File: src/rtl/i2s_pkg.sv
// Shared defaults, state encoding and channel constants for the I2S capture path.
// Latency: n/a (declarations only).
// Backpressure: n/a (declarations only).
package i2s_pkg;

    localparam int I2S_SAMPLE_W  = 18;
    localparam int I2S_FRAME_LEN = 576;
    localparam int I2S_ADDR_W    = 10;

    typedef enum logic [1:0] {
        IDLE = 2'd0,
        RUN  = 2'd1,
        WAIT = 2'd2
    } rx_state_t;

    // Word-select level of each channel slot.
    localparam logic LEFT  = 1'b0;
    localparam logic RIGHT = 1'b1;

endpackage

File: src/rtl/i2s_rx_sync.sv
// Brings the external I2S master's bclk/ws/din into the clk domain and flags bclk rising edges.
// Latency: pin edge -> bclk_rise after 2 synchronizer stages plus the edge register.
// Backpressure: none; the master cannot be stalled.
//
// Ports: clk, rst_n (async active-low); i2s_bclk/i2s_ws/i2s_din raw pins;
//        bclk_rise one-cycle edge flag, ws_s/din_s synchronized levels aligned with it.
module i2s_rx_sync (
    input  logic clk,
    input  logic rst_n,
    input  logic i2s_bclk,
    input  logic i2s_ws,
    input  logic i2s_din,
    output logic bclk_rise,
    output logic ws_s,
    output logic din_s
);

    logic bclk_meta;
    logic bclk_sync;
    logic bclk_prev;
    logic ws_meta;
    logic din_meta;

    always_ff @(posedge clk or negedge rst_n) begin
        if (!rst_n) begin
            bclk_meta <= 1'b0;
            bclk_sync <= 1'b0;
            bclk_prev <= 1'b0;
            ws_meta   <= 1'b0;
            ws_s      <= 1'b0;
            din_meta  <= 1'b0;
            din_s     <= 1'b0;
        end else begin
            bclk_meta <= i2s_bclk;
            bclk_sync <= bclk_meta;
            bclk_prev <= bclk_sync;
            ws_meta   <= i2s_ws;
            ws_s      <= ws_meta;
            din_meta  <= i2s_din;
            din_s     <= din_meta;
        end
    end

    // ws/din share the bclk synchronizer depth, so they are sampled at the same point.
    assign bclk_rise = bclk_sync & ~bclk_prev;

endmodule

File: src/rtl/i2s_rx_stage.sv
// I2S receiver: deserializes left/right words and writes stereo pairs into a PCM buffer.
// Latency: write strobe 1 clk after the edge-detect cycle that finalizes the right word.
// Backpressure: consumer holds the buffer until frame_done; pairs arriving meanwhile are dropped.
//
// Ports: clk, rst_n (async active-low), enable (capture level);
//        i2s_bclk/i2s_ws/i2s_din from the external master;
//        pcm_write_enable/addr/data_ch0/data_ch1 buffer write port;
//        frame_ready (out pulse) / frame_done (in pulse) buffer handoff;
//        overrun_count saturating dropped-pair count.
// Optional: define I2S_RX_OVERRUN_CNT_EN to build the overrun counter; otherwise it reads 0.
module i2s_rx_stage
    import i2s_pkg::*;
#(
    parameter int SAMPLE_W  = I2S_SAMPLE_W,
    parameter int FRAME_LEN = I2S_FRAME_LEN,
    parameter int ADDR_W    = I2S_ADDR_W
) (
    input  logic                clk,
    input  logic                rst_n,
    input  logic                enable,
    input  logic                i2s_bclk,
    input  logic                i2s_ws,
    input  logic                i2s_din,
    output logic                pcm_write_enable,
    output logic [ADDR_W-1:0]   pcm_write_addr,
    output logic [SAMPLE_W-1:0] pcm_write_data_ch0,
    output logic [SAMPLE_W-1:0] pcm_write_data_ch1,
    output logic                frame_ready,
    input  logic                frame_done,
    output logic [7:0]          overrun_count
);

    localparam int CNT_W = $clog2(SAMPLE_W + 1);
    // Bit counter saturates here; any position at or past it is outside the kept word.
    localparam logic [CNT_W-1:0]  CNT_MAX   = CNT_W'(SAMPLE_W);
    localparam logic [CNT_W-1:0]  MSB_POS   = CNT_W'(SAMPLE_W - 1);
    localparam logic [ADDR_W-1:0] LAST_ADDR = ADDR_W'(FRAME_LEN - 1);

    logic bclk_rise;
    logic ws_s;
    logic din_s;

    i2s_rx_sync u_sync (
        .clk       (clk),
        .rst_n     (rst_n),
        .i2s_bclk  (i2s_bclk),
        .i2s_ws    (i2s_ws),
        .i2s_din   (i2s_din),
        .bclk_rise (bclk_rise),
        .ws_s      (ws_s),
        .din_s     (din_s)
    );

    // ------------------------------------------------------------------
    // Word assembly
    // ------------------------------------------------------------------
    logic                ws_prev;
    logic [CNT_W-1:0]    bit_cnt;
    logic [SAMPLE_W-1:0] cur_word;
    logic [SAMPLE_W-1:0] fin_word;
    logic                slot_change;
    logic                left_fin;
    logic                right_fin;

    always_comb begin
        fin_word = cur_word;
        if (bit_cnt < CNT_MAX) begin
            fin_word = cur_word | (SAMPLE_W'(din_s) << (MSB_POS - bit_cnt));
        end
        // One-bit delay framing: the edge where ws flips still carries the old slot's LSB.
        slot_change = bclk_rise && (ws_s != ws_prev);
        left_fin    = slot_change && (ws_prev == LEFT);
        right_fin   = slot_change && (ws_prev == RIGHT);
    end

    always_ff @(posedge clk or negedge rst_n) begin
        if (!rst_n) begin
            ws_prev  <= 1'b0;
            bit_cnt  <= '0;
            cur_word <= '0;
        end else if (bclk_rise) begin
            ws_prev <= ws_s;
            if (ws_s != ws_prev) begin
                bit_cnt  <= '0;
                cur_word <= '0;
            end else begin
                cur_word <= fin_word;
                if (bit_cnt != CNT_MAX) begin
                    bit_cnt <= bit_cnt + 1'b1;
                end
            end
        end
    end

    // ------------------------------------------------------------------
    // Capture state machine and buffer write port
    // ------------------------------------------------------------------
    rx_state_t           state;
    logic [ADDR_W-1:0]   wr_addr;
    logic [SAMPLE_W-1:0] left_hold;
    logic                left_vld;

    always_ff @(posedge clk or negedge rst_n) begin
        if (!rst_n) begin
            state              <= IDLE;
            wr_addr            <= '0;
            left_hold          <= '0;
            left_vld           <= 1'b0;
            pcm_write_enable   <= 1'b0;
            pcm_write_addr     <= '0;
            pcm_write_data_ch0 <= '0;
            pcm_write_data_ch1 <= '0;
            frame_ready        <= 1'b0;
        end else begin
            pcm_write_enable <= 1'b0;
            frame_ready      <= 1'b0;
            if (!enable) begin
                state    <= IDLE;
                wr_addr  <= '0;
                left_vld <= 1'b0;
            end else begin
                case (state)
                    IDLE: begin
                        // A right slot ending means a left slot starts next: aligned.
                        if (right_fin) begin
                            state    <= RUN;
                            left_vld <= 1'b0;
                        end
                    end
                    RUN: begin
                        if (left_fin) begin
                            left_hold <= fin_word;
                            left_vld  <= 1'b1;
                        end else if (right_fin) begin
                            left_vld <= 1'b0;
                            if (left_vld) begin
                                pcm_write_enable   <= 1'b1;
                                pcm_write_addr     <= wr_addr;
                                pcm_write_data_ch0 <= left_hold;
                                pcm_write_data_ch1 <= fin_word;
                                if (wr_addr == LAST_ADDR) begin
                                    wr_addr     <= '0;
                                    frame_ready <= 1'b1;
                                    state       <= WAIT;
                                end else begin
                                    wr_addr <= wr_addr + 1'b1;
                                end
                            end
                        end
                    end
                    WAIT: begin
                        // Keep assembling so the pair after release is correctly aligned.
                        if (left_fin) begin
                            left_hold <= fin_word;
                            left_vld  <= 1'b1;
                        end else if (right_fin) begin
                            left_vld <= 1'b0;
                        end
                        if (frame_done) begin
                            state <= RUN;
                        end
                    end
                    default: state <= IDLE;
                endcase
            end
        end
    end

`ifdef I2S_RX_OVERRUN_CNT_EN
    logic [7:0] overrun_q;

    always_ff @(posedge clk or negedge rst_n) begin
        if (!rst_n) begin
            overrun_q <= 8'd0;
        end else if (enable && (state == WAIT) && right_fin && (overrun_q != 8'hFF)) begin
            overrun_q <= overrun_q + 8'd1;
        end
    end

    assign overrun_count = overrun_q;
`else
    assign overrun_count = 8'd0;
`endif

endmodule

File: config.mk
export PLATFORM = sky130hd
export DESIGN_NAME = i2s_rx_stage
export DESIGN_NICKNAME = d
export VERILOG_FILES = /design/src/rtl/i2s_pkg.sv /design/src/rtl/i2s_rx_sync.sv /design/src/rtl/i2s_rx_stage.sv
export SDC_FILE = /design/constraint.sdc
export NUM_CORES = 1
export LEC_CHECK = 0
export ABC_AREA = 1
export CORE_MARGIN = 5
export CORE_UTILIZATION = 45
export DETAILED_ROUTE_END_ITERATION = 6
export PLACE_DENSITY = 0.64
export REMOVE_ABC_BUFFERS = 1
export SLEW_MARGIN = 20
export SYNTH_ARGS = -nofsm -noshare
export SYNTH_HDL_FRONTEND = slang
export SYNTH_SLANG_ARGS = --single-unit
File: constraint.sdc
create_clock -name clk -period 2.1 [get_ports clk]
set_input_delay 0.525 -clock clk [delete_from_list [all_inputs] [get_ports clk]]
set_output_delay 0.525 -clock clk [all_outputs]
set_load 0.1 [all_outputs]
==> impl_metrics.env <==
export IMPL_status="finished clean"
export IMPL_synth_commonest_cells="nand2_1 (259), dfrtp_1 (110), nand3_1 (40), nor2_1 (40), inv_1 (33)"
export IMPL_yosys_cell_count_top_type="nand2_1"
export IMPL_drt_total_wl_um=10000
export IMPL_grt_max_degree=58
export IMPL_htreeDepth=3
export IMPL_vdd_ir_drop_max_uv=315
export IMPL_crit_chain="inv_1 -> ha_1 -> inv_1 -> nand4_1 -> nor2_1 -> nand3_1 -> nand2_1 -> nand2_1 -> nand2_1"
export IMPL_ys_seq_area_share_pct=54.9
export IMPL_max_freq_ghz=0.549
export IMPL_reg2reg_from="bit_cnt[2]"
export IMPL_grt_pass1_vias=3733
export IMPL_timing_rr_end="pcm_write_data_ch1[0]"
export IMPL_wire_per_inst_um=12.5
export IMPL_clkSinkCount=110
export IMPL_synth_cells=602
export IMPL_rsz0062_at_grt="false"
export IMPL_clk_latency_ps=360
export IMPL_syn_area_per_cell_um2=8.33
export IMPL_leakage_nw=3.11
export IMPL_utilization_pct=53.3
export IMPL_min_period_ps=1820
export IMPL_worst_r2r_path_depth=9
export IMPL_drt_iter0_drc=184
export IMPL_drc=0
export IMPL_crit_top_cell="nand2_1"
export IMPL_grt_util_met2_pct=25.6
export IMPL_antenna_found_initial=0
export IMPL_reg2reg_slack_ps=280
export IMPL_use_met1_pct=23.7
export IMPL_period_share_pct=86.7
export IMPL_hold_viol=0
export IMPL_overflow=0
export IMPL_place_gp_congestion=0.874
export IMPL_p_per_area_nw_per_um2=757
export IMPL_final_setup_tns_ps=0
export IMPL_die_area_um2=13400
export IMPL_detail_route_antenna_nets=0
export IMPL_maxCapViolations=0
export IMPL_io_pins=63
export IMPL_cp_end_kind="flip-flop"
export IMPL_grt_pass1_wl_um=17700
export IMPL_synth_edf_count=0
export IMPL_yosysWarnings=0
export IMPL_synthDominantCellAreaShare_pct=54.9
export IMPL_cts_made_buffers=9
export IMPL_cp_start_kind="flip-flop"
export IMPL_cts_resized=0
export IMPL_area_growth_pct=15.7
export IMPL_power_mw=4.39
export IMPL_gr_usage_all_layers_pct=16.5
export IMPL_max_stage_delay_ps=470
export IMPL_ys_flop_type="dfrtp_1"
export IMPL_slowest_stage="dfrtp_1"
export IMPL_crit_arrival_ps=2120
export IMPL_drive_gt1_share_pct=14.0
export IMPL_synth_area_um2=5010
export IMPL_io_buffers=54
export IMPL_rows=38
export IMPL_die_w_um=116
export IMPL_chipHeight_um=116
export IMPL_async_flop_share_pct=100
export IMPL_crit_type="flip-flop to flip-flop"
export IMPL_worst_clock_skew_ps=7.84
export IMPL_worstHoldPathType="primary input to async pin"
export IMPL_cts_hold_buf=0
export IMPL_place_hpwl_um=6940
export IMPL_cts_setup_buffers=0
export IMPL_stdcell_area_um2=5800
export IMPL_yosys_cell_types_count=30
export IMPL_core_area_um2=10900
export IMPL_layout_setup_ws_ps=278
export IMPL_slew_viol_final=0
export IMPL_dp_worst_setup_slack_ps=232
export IMPL_antennaDiodeCount=0
export IMPL_start_util_pct=46.1
export IMPL_dr_pass1_iters=4
export IMPL_synth_largest_area_cell="dfrtp_1"
export IMPL_cp_max_fo=6
export IMPL_nets=676
export IMPL_post_drt_via_cell_ratio=4.86
export IMPL_met3_usage_pct=2.09
export IMPL_cts_root_buf="clkbuf_8"
export IMPL_synth_seq_cells=110
export IMPL_finalSetupViolCount=0
export IMPL_clockBufferDepth=2
export IMPL_cp_data_required_time_ps=2400
export IMPL_cts_tree="built"
export IMPL_top_usage_layer="met2"
export IMPL_postPlaceCellArea_um2=5580
export IMPL_clk_pin_slew_ps=90
export IMPL_vias=3909
export IMPL_synth_area_leaders="dfrtp_1 (55%), nand2_1 (19%), nand3_1 (4.0%)"
[worst max-delay path by stage]
stage / startpoint / endpoint / slack [ps] / cells past startpoint
finish: bit_cnt[2] / pcm_write_data_ch1[0] / 280 / 9
global route: bit_cnt[2] / cur_word[15] / 100 / 8
CTS: bit_cnt[2] / pcm_write_data_ch1[0] / 290 / 9
detailed placement: enable / left_hold[5] / 230 / 7
global placement: enable / pcm_write_data_ch1[2] / 250 / 6
floorplan: u_sync.bclk_prev / wr_addr[0] / -440 / 5
[layer usage]
layer | vias up | share of wire, %
li1 | 1988 | -
met1 | 1844 | 48
met2 | 71 | 46
met3 | 6 | 4.5
met4 | 0 | 0.93
met5 | - | 0
[cell families (layout without fill, tap and decap cells)]
family                   after synthesis  after routing  synth area share, %
AO/OA/AOI/OAI                         50             50                 5.44
XOR/XNOR                               7              7                 1.22
adder cells (fa/ha/maj)               10             10                 2.50
buffers and inverters                 64            119                 6.41
flip-flops                           110            110                 54.9
other                                  1              8               0.0748
AND/OR/NAND/NOR                      360            360                 29.5
[report_power, final]
part | leakage (nW) | switching (mW) | internal (mW)
clock | 0.110 | 0.694 | 0.708
sequential | 1.51 | 0.0601 | 2.19
combinational | 1.49 | 0.532 | 0.213
total | 3.11 | 1.29 | 3.11
[final cells by class]
| class | instances | area (µm²) |
|---|---|---|
| inverter | 39 | 148 |
| clock buffer | 11 | 141 |
| tap | 140 | 175 |
| sequential | 110 | 2750 |
| timing repair buffer | 64 | 531 |
| fill | 1029 | 5090 |
| clock inverter | 5 | 81.3 |
| multi-input combinational | 435 | 1970 |
[flip-flops by register name (all words and copies together) (netlist names)]
register,count
u_sync.bclk_meta,1
left_hold,18
pcm_write_enable,1
ws_prev,1
u_sync.din_meta,1
pcm_write_addr,10
left_vld,1
u_sync.bclk_sync,1
wr_addr,10
bit_cnt,5
u_sync.bclk_prev,1
state,2
u_sync.din_s,1
cur_word,18
frame_ready,1
pcm_write_data_ch0,18
u_sync.ws_meta,1
pcm_write_data_ch1,18
u_sync.ws_s,1
[cell usage in the layout, fill, tap and decap left out]
cell type	synthesis	routed
xor2_1	6	6
nor3_2	2	1
buf_12	0	3
clkbuf_8	0	10
ha_1	10	10
nand4_1	3	3
buf_4	9	56
nand2_1	259	259
o21ai_0	12	12
or2_2	1	1
nand2_2	7	7
nor3_4	0	1
nor2_2	1	1
bufinv_16	0	2
clkinv_2	1	2
clkdlybuf4s50_1	0	5
nor3_1	3	3
o21bai_1	9	9
nor2_1	40	40
nand3_1	40	40
nor2_8	1	1
nand3b_1	1	1
conb_1	1	8
clkinvlp_4	0	1
dfrtp_1	110	110
inv_1	33	33
nor2b_1	1	1
o21ai_1	18	18
nor2_4	1	1
a21oi_1	11	11
inv_2	5	5
inv_6	0	1
clkbuf_1	3	1
xnor2_1	1	1
[metrics by stage]
| step | instances | hold WS, ps |
|---|---|---|
| 5_1_grt | 804 | 115 |
| 3_3_place_gp | 788 | 333 |
| 6_report | 804 | 105 |
| 4_1_cts | 804 | 99.8 |
| 2_1_floorplan | 584 | 229 |
| 3_5_place_dp | 788 | 342 |
[worst max-delay path, delay by kind of cell (launching register included)]
| family | cells | cell delay, ps |
|---|---|---|
| fa+ha+maj | 1 | 340 |
| simple gates | 6 | 650 |
| buf+inv | 2 | 310 |
| flops | 1 | 470 |
Note: power is estimated with default switching activity, not from simulation.
